===== src/rtl/mmio_csr_bank_if.sv =====
// MMIO request/response bundle for mmio_csr_bank.
// Request side: write/read strobes, dword address, length, TID, write data.
// Response side: read response strobe, echoed TID, read data.
interface mmio_csr_bank_if;
  logic        mmio_wr_valid;
  logic        mmio_rd_valid;
  logic [15:0] mmio_addr;
  logic [1:0]  mmio_len;
  logic [8:0]  mmio_tid;
  logic [63:0] mmio_wdata;
  logic        rd_rsp_valid;
  logic [8:0]  rd_rsp_tid;
  logic [63:0] rd_rsp_data;

  // Host side: issues requests, receives read responses.
  modport master (
    output mmio_wr_valid, mmio_rd_valid, mmio_addr, mmio_len, mmio_tid, mmio_wdata,
    input  rd_rsp_valid, rd_rsp_tid, rd_rsp_data
  );

  // CSR bank side: consumes requests, returns read responses.
  modport slave (
    input  mmio_wr_valid, mmio_rd_valid, mmio_addr, mmio_len, mmio_tid, mmio_wdata,
    output rd_rsp_valid, rd_rsp_tid, rd_rsp_data
  );
endinterface


===== src/rtl/mmio_csr_bank.sv =====
// MMIO CSR bank: DFH / AFU ID header, free-running cycle counter, W1C error
// register and NUM_REGS 64-bit scratch registers, with a fixed-latency read
// response pipeline.
// Ports:
//   Clk_400     - core clock, rising edge
//   SoftReset_n - asynchronous active-low reset
//   bus         - MMIO request/response bundle (slave side)
//   scratch_q   - all scratch registers, register k at [64k+63:64k]
module mmio_csr_bank #(
  parameter int unsigned NUM_REGS    = 4,
  parameter int unsigned RD_LATENCY  = 1,
  parameter logic [63:0] AFU_ID_L    = 64'h0,
  parameter logic [63:0] AFU_ID_H    = 64'h0,
  parameter logic [63:0] SCRATCH_RST = 64'h0
) (
  input  logic                      Clk_400,
  input  logic                      SoftReset_n,
  mmio_csr_bank_if.slave            bus,
  output logic [64*NUM_REGS-1:0]    scratch_q
);

  localparam int unsigned IDX_W   = (NUM_REGS > 1) ? $clog2(NUM_REGS) : 1;
  localparam logic [15:0] A_DFH   = 16'h0000;
  localparam logic [15:0] A_IDL   = 16'h0002;
  localparam logic [15:0] A_IDH   = 16'h0004;
  localparam logic [15:0] A_NEXT  = 16'h0006;
  localparam logic [15:0] A_RSVD  = 16'h0008;
  localparam logic [15:0] A_CYC   = 16'h0010;
  localparam logic [15:0] A_ERR   = 16'h0012;
  localparam logic [15:0] A_SCR   = 16'h0020;
  localparam logic [15:0] SCR_END = 16'(32 + 2 * NUM_REGS);
  localparam logic [63:0] DFH_VAL = 64'h1000_0100_0000_0000;

  logic [63:0]      scratch [NUM_REGS];
  logic [63:0]      cycle_q;
  logic [1:0]       err_q;
  logic             pipe_vld  [RD_LATENCY];
  logic [8:0]       pipe_tid  [RD_LATENCY];
  logic [63:0]      pipe_data [RD_LATENCY];

  logic [15:0]      dw_addr;
  logic [15:0]      scr_off;
  logic [IDX_W-1:0] scr_idx;
  logic             hi_dw;
  logic             acc_4b;
  logic             acc_8b;
  logic             hit_dfh, hit_idl, hit_idh, hit_zero, hit_cyc, hit_err, hit_scr;
  logic             mapped;
  logic             wr_go;
  logic [63:0]      rd_word;
  logic [63:0]      rd_data_c;
  logic [1:0]       err_set;
  logic [1:0]       err_clr;

  // Address decode, read mux and write/error qualification.
  always_comb begin
    dw_addr   = {bus.mmio_addr[15:1], 1'b0};
    hi_dw     = bus.mmio_addr[0];
    acc_4b    = (bus.mmio_len == 2'd0);
    acc_8b    = (bus.mmio_len == 2'd1);
    scr_off   = dw_addr - A_SCR;
    scr_idx   = IDX_W'(scr_off[15:1]);
    hit_dfh   = (dw_addr == A_DFH);
    hit_idl   = (dw_addr == A_IDL);
    hit_idh   = (dw_addr == A_IDH);
    hit_zero  = (dw_addr == A_NEXT) || (dw_addr == A_RSVD);
    hit_cyc   = (dw_addr == A_CYC);
    hit_err   = (dw_addr == A_ERR);
    hit_scr   = (dw_addr >= A_SCR) && (dw_addr < SCR_END);
    // 8 B accesses must be dword-pair aligned; lengths 2/3 never map.
    mapped    = (acc_4b || (acc_8b && !hi_dw)) &&
                (hit_dfh || hit_idl || hit_idh || hit_zero || hit_cyc || hit_err || hit_scr);

    rd_word = 64'h0;
    if (hit_dfh)      rd_word = DFH_VAL;
    else if (hit_idl) rd_word = AFU_ID_L;
    else if (hit_idh) rd_word = AFU_ID_H;
    else if (hit_cyc) rd_word = cycle_q;
    else if (hit_err) rd_word = {62'h0, err_q};
    else if (hit_scr) rd_word = scratch[scr_idx];

    // 4 B reads replicate the selected dword into both halves.
    rd_data_c = 64'h0;
    if (mapped) begin
      if (acc_4b) rd_data_c = hi_dw ? {2{rd_word[63:32]}} : {2{rd_word[31:0]}};
      else        rd_data_c = rd_word;
    end

    // A write colliding with a read is dropped.
    wr_go   = bus.mmio_wr_valid && !bus.mmio_rd_valid && mapped;
    err_set = {bus.mmio_wr_valid && bus.mmio_rd_valid,
               (bus.mmio_wr_valid || bus.mmio_rd_valid) && !mapped};
    // Only the low dword of ERR holds bits; a high-dword 4 B write clears nothing.
    err_clr = (wr_go && hit_err && !hi_dw) ? bus.mmio_wdata[1:0] : 2'b00;
  end

  // Cycle counter and W1C error register; set beats clear.
  always_ff @(posedge Clk_400 or negedge SoftReset_n) begin
    if (!SoftReset_n) begin
      cycle_q <= 64'h0;
      err_q   <= 2'b00;
    end else begin
      cycle_q <= (wr_go && hit_cyc) ? 64'h0 : cycle_q + 64'd1;
      err_q   <= (err_q & ~err_clr) | err_set;
    end
  end

  // Scratch registers; 4 B writes merge wdata[31:0] into the selected dword.
  always_ff @(posedge Clk_400 or negedge SoftReset_n) begin
    if (!SoftReset_n) begin
      for (int i = 0; i < NUM_REGS; i++) scratch[i] <= SCRATCH_RST;
    end else begin
      for (int i = 0; i < NUM_REGS; i++) begin
        if (wr_go && hit_scr && (scr_idx == IDX_W'(i))) begin
          if (acc_8b)     scratch[i]         <= bus.mmio_wdata;
          else if (hi_dw) scratch[i][63:32]  <= bus.mmio_wdata[31:0];
          else            scratch[i][31:0]   <= bus.mmio_wdata[31:0];
        end
      end
    end
  end

  // Read response pipeline: data captured on the request edge, emerges RD_LATENCY cycles later.
  always_ff @(posedge Clk_400 or negedge SoftReset_n) begin
    if (!SoftReset_n) begin
      for (int i = 0; i < RD_LATENCY; i++) begin
        pipe_vld[i]  <= 1'b0;
        pipe_tid[i]  <= 9'h0;
        pipe_data[i] <= 64'h0;
      end
    end else begin
      pipe_vld[0]  <= bus.mmio_rd_valid;
      pipe_tid[0]  <= bus.mmio_tid;
      pipe_data[0] <= rd_data_c;
      for (int i = 1; i < RD_LATENCY; i++) begin
        pipe_vld[i]  <= pipe_vld[i-1];
        pipe_tid[i]  <= pipe_tid[i-1];
        pipe_data[i] <= pipe_data[i-1];
      end
    end
  end

  assign bus.rd_rsp_valid = pipe_vld[RD_LATENCY-1];
  assign bus.rd_rsp_tid   = pipe_tid[RD_LATENCY-1];
  assign bus.rd_rsp_data  = pipe_data[RD_LATENCY-1];

  for (genvar g = 0; g < NUM_REGS; g++) begin : g_q
    assign scratch_q[64*g +: 64] = scratch[g];
  end

endmodule


===== src/flat_wrapper.sv =====
// flat-port wrapper written by rule: the top's interface ports become plain ports
module mmio_csr_bank_flat 
#(
  parameter int unsigned NUM_REGS    = 4,
  parameter int unsigned RD_LATENCY  = 1,
  parameter logic [63:0] AFU_ID_L    = 64'h0,
  parameter logic [63:0] AFU_ID_H    = 64'h0,
  parameter logic [63:0] SCRATCH_RST = 64'h0
)
  (Clk_400, SoftReset_n, scratch_q, bus_mmio_wr_valid, bus_mmio_rd_valid, bus_mmio_addr, bus_mmio_len, bus_mmio_tid, bus_mmio_wdata, bus_rd_rsp_valid, bus_rd_rsp_tid, bus_rd_rsp_data);
  mmio_csr_bank_if bus_i ();
  input  logic Clk_400;
  input  logic SoftReset_n;
  output logic [64*NUM_REGS-1:0] scratch_q;
  input wire logic [$bits(bus_i.mmio_wr_valid)-1:0] bus_mmio_wr_valid;
  input wire logic [$bits(bus_i.mmio_rd_valid)-1:0] bus_mmio_rd_valid;
  input wire logic [$bits(bus_i.mmio_addr)-1:0] bus_mmio_addr;
  input wire logic [$bits(bus_i.mmio_len)-1:0] bus_mmio_len;
  input wire logic [$bits(bus_i.mmio_tid)-1:0] bus_mmio_tid;
  input wire logic [$bits(bus_i.mmio_wdata)-1:0] bus_mmio_wdata;
  output wire logic [$bits(bus_i.rd_rsp_valid)-1:0] bus_rd_rsp_valid;
  output wire logic [$bits(bus_i.rd_rsp_tid)-1:0] bus_rd_rsp_tid;
  output wire logic [$bits(bus_i.rd_rsp_data)-1:0] bus_rd_rsp_data;
  assign bus_i.mmio_wr_valid = bus_mmio_wr_valid;
  assign bus_i.mmio_rd_valid = bus_mmio_rd_valid;
  assign bus_i.mmio_addr = bus_mmio_addr;
  assign bus_i.mmio_len = bus_mmio_len;
  assign bus_i.mmio_tid = bus_mmio_tid;
  assign bus_i.mmio_wdata = bus_mmio_wdata;
  assign bus_rd_rsp_valid = bus_i.rd_rsp_valid;
  assign bus_rd_rsp_tid = bus_i.rd_rsp_tid;
  assign bus_rd_rsp_data = bus_i.rd_rsp_data;
  mmio_csr_bank #(.NUM_REGS(NUM_REGS), .RD_LATENCY(RD_LATENCY), .AFU_ID_L(AFU_ID_L), .AFU_ID_H(AFU_ID_H), .SCRATCH_RST(SCRATCH_RST)) u_core (.Clk_400(Clk_400), .SoftReset_n(SoftReset_n), .bus(bus_i), .scratch_q(scratch_q));
endmodule

===== config.mk =====
export PLATFORM = sky130hd
export DESIGN_NAME = mmio_csr_bank_flat
export DESIGN_NICKNAME = d
export VERILOG_FILES = /design/src/rtl/mmio_csr_bank_if.sv /design/src/rtl/mmio_csr_bank.sv /design/src/flat_wrapper.sv
export SDC_FILE = /design/constraint.sdc
export NUM_CORES = 1
export LEC_CHECK = 0
export CAP_MARGIN = 20
export CORE_UTILIZATION = 27
export CTS_BUF_LIST = sky130_fd_sc_hd__clkbuf_8
export CTS_CLUSTER_DIAMETER = 40
export DETAILED_ROUTE_END_ITERATION = 12
export PLACE_DENSITY = 0.6
export SYNTH_ARGS = -nofsm -noshare
export SYNTH_HDL_FRONTEND = slang
export SYNTH_SLANG_ARGS = --single-unit
export TNS_END_PERCENT = 100

===== constraint.sdc =====
create_clock -name Clk_400 -period 2.8 [get_ports Clk_400]
set_input_delay 0.42 -clock Clk_400 [delete_from_list [all_inputs] [get_ports Clk_400]]
set_output_delay 0.42 -clock Clk_400 [all_outputs]
set_load 0.01 [all_outputs]

==> out/metrics.csv, run 1 <==
stage,metric,value,unit
yosys,async set-reset flop share out of synthesis,100.0,%
yosys,"EDFF count, synth",0,
route,total number of vias,15020,
clock_network,H-tree levels,3,
route,via/cell ratio,5.053,
final_layout,multi-input logic area,0.007794,sq mm
setup_path,Reg2Reg Depth,6,
clock_network,Post-CTS Setup Inserts,0,
setup_path,type of origin of the critical path,register,
setup_path,Crit path max-delay family,simple AND/OR/NAND/NOR gates,
grt,vias in the first global route,15240,
setup_path,crit path max-delay cell type,or4_4,
setup_path,CP Cell Sequence,"ha_1, nand4_1, or4_1, or4_4, or4_1, a21oi_1",
grt,first-pass GRT wire length,103100,um
power,internal power,0.009091,W
setup_path,reg2reg end,u_core.cycle_q[52],
yosys,"flops & latches, synth",396,
route,Routed WL,70260,um
placement,DP Wirelength,52910,um
setup_path,WP data arrival,3.18,ns
placement,DP Cell Count,2850,
setup_path,RR Startpoint,u_core.cycle_q[1],
grt,gr usage total,20.52,%
timing,min Tclk post-route,2.619,ns
yosys,top post-synthesis cells by area,"dfrtp_1 55%, mux2_2 8.0%, mux4_2 8.0%, a21oi_1 5.4%, nor2_1 4.2%",
die,Die X,260.7,um
setup_path,crit path from,u_core.cycle_q[1],
final_layout,fillers,6271,
setup_path,R2R setup slack,0.18,ns
min_path,type of the most critical hold path,in -> reg,
timing,fmax,381.9,MHz
power,Pwr per Cell Area,466.6,mW/mm^2
clock_network,clk slew on worst S/H paths,0.06,ns
final_layout,Syn-to-layout area delta,41.55,%
yosys,"area leader, netlist",dfrtp_1,
route,DR DRC count,14,
grt,"Remaining Overflow, GRT",0,
power,Max IR drop VDD,0.3607,mV
timing,Final Cycle Share,93.52,%
power,switching share of power,23.86,%
placement,Port Buffers,424,
power,Flop pwr share,48.2,%
route,first-iteration detailed-routing DRC count,1298,
setup_path,crit-path max cell delay,0.62,ns
final_layout,Non-Filler Instances,2973,
placement,RD Place Congestion,0.8918,
route,Routed WL per cell,23.63,um
die,Die ar.,0.06799,sq mm
final_layout,Sequential cell area,0.009910,sq mm
setup_path,Critical Setup Path Class,reg -> reg,
clock_network,Num CTS Buffers,69,
final_layout,share of layout cells above drive strength 1,20.37,%
setup_path,crit path capture type,register,
grt,initial antenna violation count,4,
grt,largest net degree at the start of global routing,81,
min_path,WHS Endpoint,u_core.bus.rd_rsp_tid[0],
min_path,hold path startpoint,bus_mmio_tid[0],
power,leakage power,10.94,nW
clock_network,worst-case clock buffer depth,3,
die,Die Y,260.7,um
yosys,Syn Inst Count,1571,
timing,Hold Fails Final Rpt,0,
power,part of the power in the clock network,46.4,%
die,Starting Density,27.40,%
yosys,area share of the largest cell type after synthesis,54.82,%
setup_path,WP buf/inv,0,
yosys,top_reg_cell synth,dfrtp_1,
power,sw power,0.002848,W
timing,RSZ-0062 raised after global routing,no,
setup_path,CP max FO,9,
die,Core Box Area,0.06598,sq mm
clock_network,Sink Count,396,
run_status,failing checks,DRC,
yosys,Ys Warns,0,
timing,final setup fails,0,
yosys,Post-Syn Area,0.01808,sq mm
route,number of routed nets with antenna violations,0,
route,Pre-Repair DR Iteration Count,9,
timing,Final Hold Slack,0.2167,ns
timing,slew margin rel.,55.55,%
setup_path,CP Data Required Time,3.36,ns
timing,setup TNS,0,ns
die,Top Ports,425,
yosys,synthesized area per cell,11.51,sq um
timing,max-slew violation count,0,
timing,Clock Skew,0.04106,ns
power,Power Total,0.01194,W
clock_network,Clock Latency Late Sink,0.66,ns
power,Comb power frac,5.4,%
setup_path,CP dominant cell by count,or4_1,
min_path,hold depth,1,
flow_run,max_cap viols,0,
yosys,register area share after synthesis,54.82,%
clock_network,CTS tree,done,
final_layout,Final #Nets,2154,
yosys,Yosys cell types,54,
run_status,status,"finished, violations left",
yosys,Synth Net Count,1667,
timing,measured slew at the worst slew-check pin,0.6643,ns
die,row count,94,
clock_network,Root Buffer,clkbuf_8,
-- worst max path at each step --
stage | slack, ns | end | depth (start not counted)
floorplan | 0.24 | u_core.cycle_q[52] | 8
global placement | 0.05 | u_core.scratch_q[92] | 9
detailed placement | 0.003 | u_core.scratch_q[85] | 9
CTS | 0.07 | u_core.cycle_q[52] | 6
global route | 0.1 | u_core.cycle_q[52] | 6
finish | 0.18 | u_core.cycle_q[52] | 6
-- cell type report --
class | instances | area share (%)
Antenna cell | 3 | 0.02934
Clock buffer | 84 | 4.519
Clock inverter | 35 | 1.095
Inverter | 8 | 0.1174
Multi-Input combinational cell | 1055 | 30.46
Sequential cell | 396 | 38.73
Tap cell | 864 | 4.225
Timing Repair Buffer | 528 | 20.82
-- power groups by stage --
stage	sequential, W	combinational (W)	clock, W
final	0.00575	0.000644	0.00554
after global routing	0.00575	0.000698	0.00593
after CTS	0.00575	0.000655	0.00569
after detailed placement	0.00586	0.000652	0
after global placement	0.00586	0.000645	0
after floorplan	0.00586	0.000197	0
-- cell usage after synthesis, drive strengths merged, types with 4 or more instances --
| library cell | count |
|---|---|
| and3 | 9 |
| inv | 8 |
| mux2 | 128 |
| buf | 24 |
| nor3 | 12 |
| a22oi | 15 |
| xor2 | 21 |
| or3 | 20 |
| a21oi | 196 |
| mux4 | 64 |
| nor2 | 203 |
| nand4 | 25 |
| clkbuf | 88 |
| and4 | 6 |
| or4 | 7 |
| and2 | 5 |
| nand2b | 4 |
| nand2 | 117 |
| nor4 | 19 |
| a22o | 48 |
| o22a | 10 |
| mux2i | 34 |
| nor4b | 5 |
| nand3 | 29 |
| o21ai | 21 |
| dfrtp | 396 |
| nor2b | 7 |
| xnor2 | 24 |
-- sequential cells by signal, summed over array words and instances, names as in the netlist --
| register | count |
|---|---|
| u_core.cycle_q | 64 |
| u_core.bus.rd_rsp_tid | 9 |
| u_core.bus.rd_rsp_valid | 1 |
| u_core.err_q | 2 |
| u_core.bus.rd_rsp_data | 64 |
| u_core.scratch_q | 256 |
-- through the flow --
step	util (%)	instance area, sq um	setup WS (ns)
global placement	36.56	24120	0.05134
detailed placement	36.56	24120	0.002567
floorplan	-	18080	0.2418
CTS	38.75	25570	0.06708
global route	38.77	25580	0.09525
finish	38.78	25590	0.1815
-- per-layer routing --
| layer | vias up | global-route usage [%] | wire length [um] |
|---|---|---|---|
| li1 | 6656 | - | - |
| met1 | 7623 | 26.72 | 29280 |
| met2 | 638 | 32.94 | 33640 |
| met3 | 104 | 5.245 | 5384 |
| met4 | 2 | 7.131 | 1946 |
| met5 | - | 0 | 11 |
-- cell usage in the layout (no fill, tap or decap), types with 25 or more instances in the layout --
cell type	instances
nand2_1	116
nand4_1	25
mux2_2	128
mux2i_1	34
a22o_1	47
nor2_1	203
nand3_1	26
buf_4	81
mux4_2	64
clkbuf_8	84
dfrtp_1	396
clkdlybuf4s50_1	421
a21oi_1	196
-- cell families after synthesis --
group	share of synthesized area, %
muxes	17.83
buffers and inverters	2.554
DFF	54.82
xor gates and xnor gates	2.180
AOI/OAI and AO/OA	10.05
and+or+nand+nor	12.49
adders and majority gates	0.06921
-- repair_timing --
action	4_1_cts	5_1_grt
setup endpoints to repair	0	2
hold endpoints to repair	50	0
resized for setup	0	2
hold buffers	1	0
(Power assumes the default switching activity.)
==> inputs of run 2 (changes only) <==
Settings changed: CAP_MARGIN 20 to not set, CORE_MARGIN set to 10, CORE_UTILIZATION 27 to 52, PLACE_DENSITY 0.6 to 0.94.
==> out/metrics.csv, run 2 (synthesis gave the netlist of run 1 again) <==
stage,metric,value,unit,change
run_status,status,finished clean,,
power,Power Total,0.01164,W,-2.5%
clock_network,Clock Latency Late Sink,0.61,ns,-0.05 ns
setup_path,crit path max-delay cell type,or4_1,,
clock_network,H-tree levels,3,,unchanged
die,row count,68,,-28%
route,via/cell ratio,6.402,,+27%
die,Starting Density,52.46,%,+25 points
placement,DP Wirelength,52570,um,-0.64%
power,switching share of power,24.17,%,+0.32 points
power,internal power,0.008825,W,-2.9%
route,Pre-Repair DR Iteration Count,6,,-3
setup_path,CP Data Required Time,3.33,ns,-0.03 ns
timing,final setup fails,0,,unchanged
final_layout,Final #Nets,2172,,+0.84%
die,Die Y,206.4,um,-21%
setup_path,crit path capture type,register,,
setup_path,type of origin of the critical path,register,,
placement,Post-DP Area,0.02382,sq mm,-1.3%
setup_path,CP dominant cell by count,or4_1,,
power,Max IR drop VDD,0.3991,mV,+11%
clock_network,Post-CTS Setup Inserts,0,,unchanged
clock_network,Num CTS Buffers,68,,-1.4%
final_layout,Syn-to-layout area delta,39.11,%,
timing,slew margin rel.,41.74,%,-14 points
route,Routed WL per cell,27.93,um,+18%
route,Routed WL,71900,um,+2.3%
route,DR DRC count,0,,-14
clock_network,worst-case clock buffer depth,3,,unchanged
final_layout,"commonest non-fill, non-tap cell in the layout",clkdlybuf4s50_1,,
clock_network,CTS tree,done,,
placement,Port Buffers,424,,unchanged
grt,"Remaining Overflow, GRT",0,,unchanged
setup_path,Critical Setup Path Class,reg -> reg,,
clock_network,Sink Count,396,,unchanged
min_path,type of the most critical hold path,in -> reg,,
timing,min Tclk post-route,2.782,ns,+0.1630 ns
final_layout,Largest register FFs,256,,unchanged
die,Core Box Area,0.03446,sq mm,-48%
power,Pwr per Cell Area,462.8,mW/mm^2,-0.82%
timing,RSZ-0062 raised after global routing,no,,
grt,gr usage total,33.03,%,+13 points
clock_network,Root Buffer,clkbuf_8,,
flow_run,max_cap viols,0,,unchanged
timing,Final Cycle Share,99.34,%,+5.8 points
placement,RD Place Congestion,0.9636,,+8.1%
timing,Clock Skew,0.02364,ns,-0.01742 ns
final_layout,"commonest cells after routing, fill and taps aside","421 x clkdlybuf4s50_1, 396 x dfrtp_1, 203 x nor2_1",,
setup_path,WP data arrival,3.31,ns,+0.13 ns
final_layout,fin area,0.02515,sq mm,-1.7%
grt,largest net degree at the start of global routing,72,,-11%
timing,fmax,359.5,MHz,-5.9%
die,Die ar.,0.04262,sq mm,-37%
timing,Final Hold Slack,0.2476,ns,+0.03091 ns
setup_path,CP max FO,9,,unchanged
power,Flop pwr share,49.4,%,+1.2 points
timing,Hold Fails Final Rpt,0,,unchanged
grt,first-pass GRT wire length,105600,um,+2.4%
setup_path,crit-path max cell delay,0.75,ns,+0.13 ns
clock_network,clk slew on worst S/H paths,0.07,ns,about the same
power,sw power,0.002813,W,-1.2%
grt,initial antenna violation count,3,,-1
die,Top Ports,425,,unchanged
power,Comb power frac,5.6,%,+0.2 points
setup_path,WP buf/inv,0,,unchanged
final_layout,share of layout cells above drive strength 1,20.46,%,+0.093 points
power,part of the power in the clock network,44.9,%,-1.5 points
route,total number of vias,16480,,+9.7%
setup_path,CP Cell Sequence,"nand4_1, or4b_1, or4_1, or4_1, a21oi_1",,
power,leakage power,11.00,nW,+0.48%
grt,vias in the first global route,16740,,+9.8%
timing,measured slew at the worst slew-check pin,0.8738,ns,+0.2095 ns
die,Die X,206.4,um,-21%
route,number of routed nets with antenna violations,0,,unchanged
setup_path,Crit path max-delay family,simple AND/OR/NAND/NOR gates,,
timing,max-slew violation count,0,,unchanged
route,first-iteration detailed-routing DRC count,1867,,+44%
## run 2: changes by cell type in the layout (fill, tap and decap cells not counted), moves of 4 or more
cell | before | now
buf_12 | 24 | 29
buf_4 | 81 | 95
clkbuf_8 | 84 | 79
clkinv_2 | 10 | 5
inv_1 | 22 | 26
## run 2: cell type report
| cell class | count | area (sq um) |
|---|---|---|
| Fill cell | 2075 | 9313 |
| Timing Repair Buffer | 547 | 5533 |
| Sequential cell | 396 | 9910 |
| Multi-Input combinational cell | 1055 | 7786 |
| Clock inverter | 31 | 222.7 |
| Tap cell | 455 | 569.3 |
| Clock buffer | 79 | 1087 |
| Antenna cell | 3 | 7.507 |
| Inverter | 8 | 30.03 |
## run 2: final timing paths
check,start,endpoint,slack (ns),cells after the start
setup / recovery,u_core.cycle_q[17],u_core.cycle_q[52],0.02,5
hold / removal,bus_mmio_tid[1],u_core.bus.rd_rsp_tid[1],0.25,1
setup reg to reg,u_core.cycle_q[17],u_core.cycle_q[52],0.02,5
hold reg to reg,u_core.err_q[1],u_core.err_q[1],0.51,2
max in group asynchronous,SoftReset_n,u_core.scratch_q[180],1.53,3
min in group asynchronous,SoftReset_n,u_core.scratch_q[209],0.40,2
## run 2: timing repair
action | in CTS | in global routing
gates resized for setup | 0 | 0
hold buffers | 1 | 0
endpoints found under the setup margin | 0 | 0
endpoints found under the hold margin | 62 | 0
## run 2: layer usage
layer | vias up | global-route usage, % | part of all wire, %
li1 | 6670 | - | -
met1 | 8166 | 38.95 | 34
met2 | 1335 | 51.92 | 47
met3 | 305 | 11.87 | 13
met4 | 2 | 18.14 | 6.4
met5 | - | 0 | 0.024
## run 2: metrics by stage
step	worst slack, ns	utilization (%)	TNS (ns)	std cells
floorplan	0.2418	-	0	1571
finish	0.01843	72.97	0	2574
global route	0.003692	72.97	0	2573
global placement	0.01092	69.12	0	2460
detailed placement	-0.03682	69.12	-0.5035	2460
CTS	0.08280	72.95	0	2571
## run 2: power groups by stage
stage                     clock (W)  sequential, W  combinational, W
after floorplan                   0        0.00586          0.000197
after global placement            0        0.00585          0.000622
after detailed placement          0        0.00585          0.000640
after CTS                   0.00525        0.00575          0.000650
after global routing        0.00551        0.00575          0.000693
final                       0.00523        0.00575          0.000654
==> inputs of run 3 (changes only) <==
Settings changed: CAP_MARGIN set to 5.
==> results of run 3 <==
No change in the layout: final DEF, timing and power equal those of run 2.
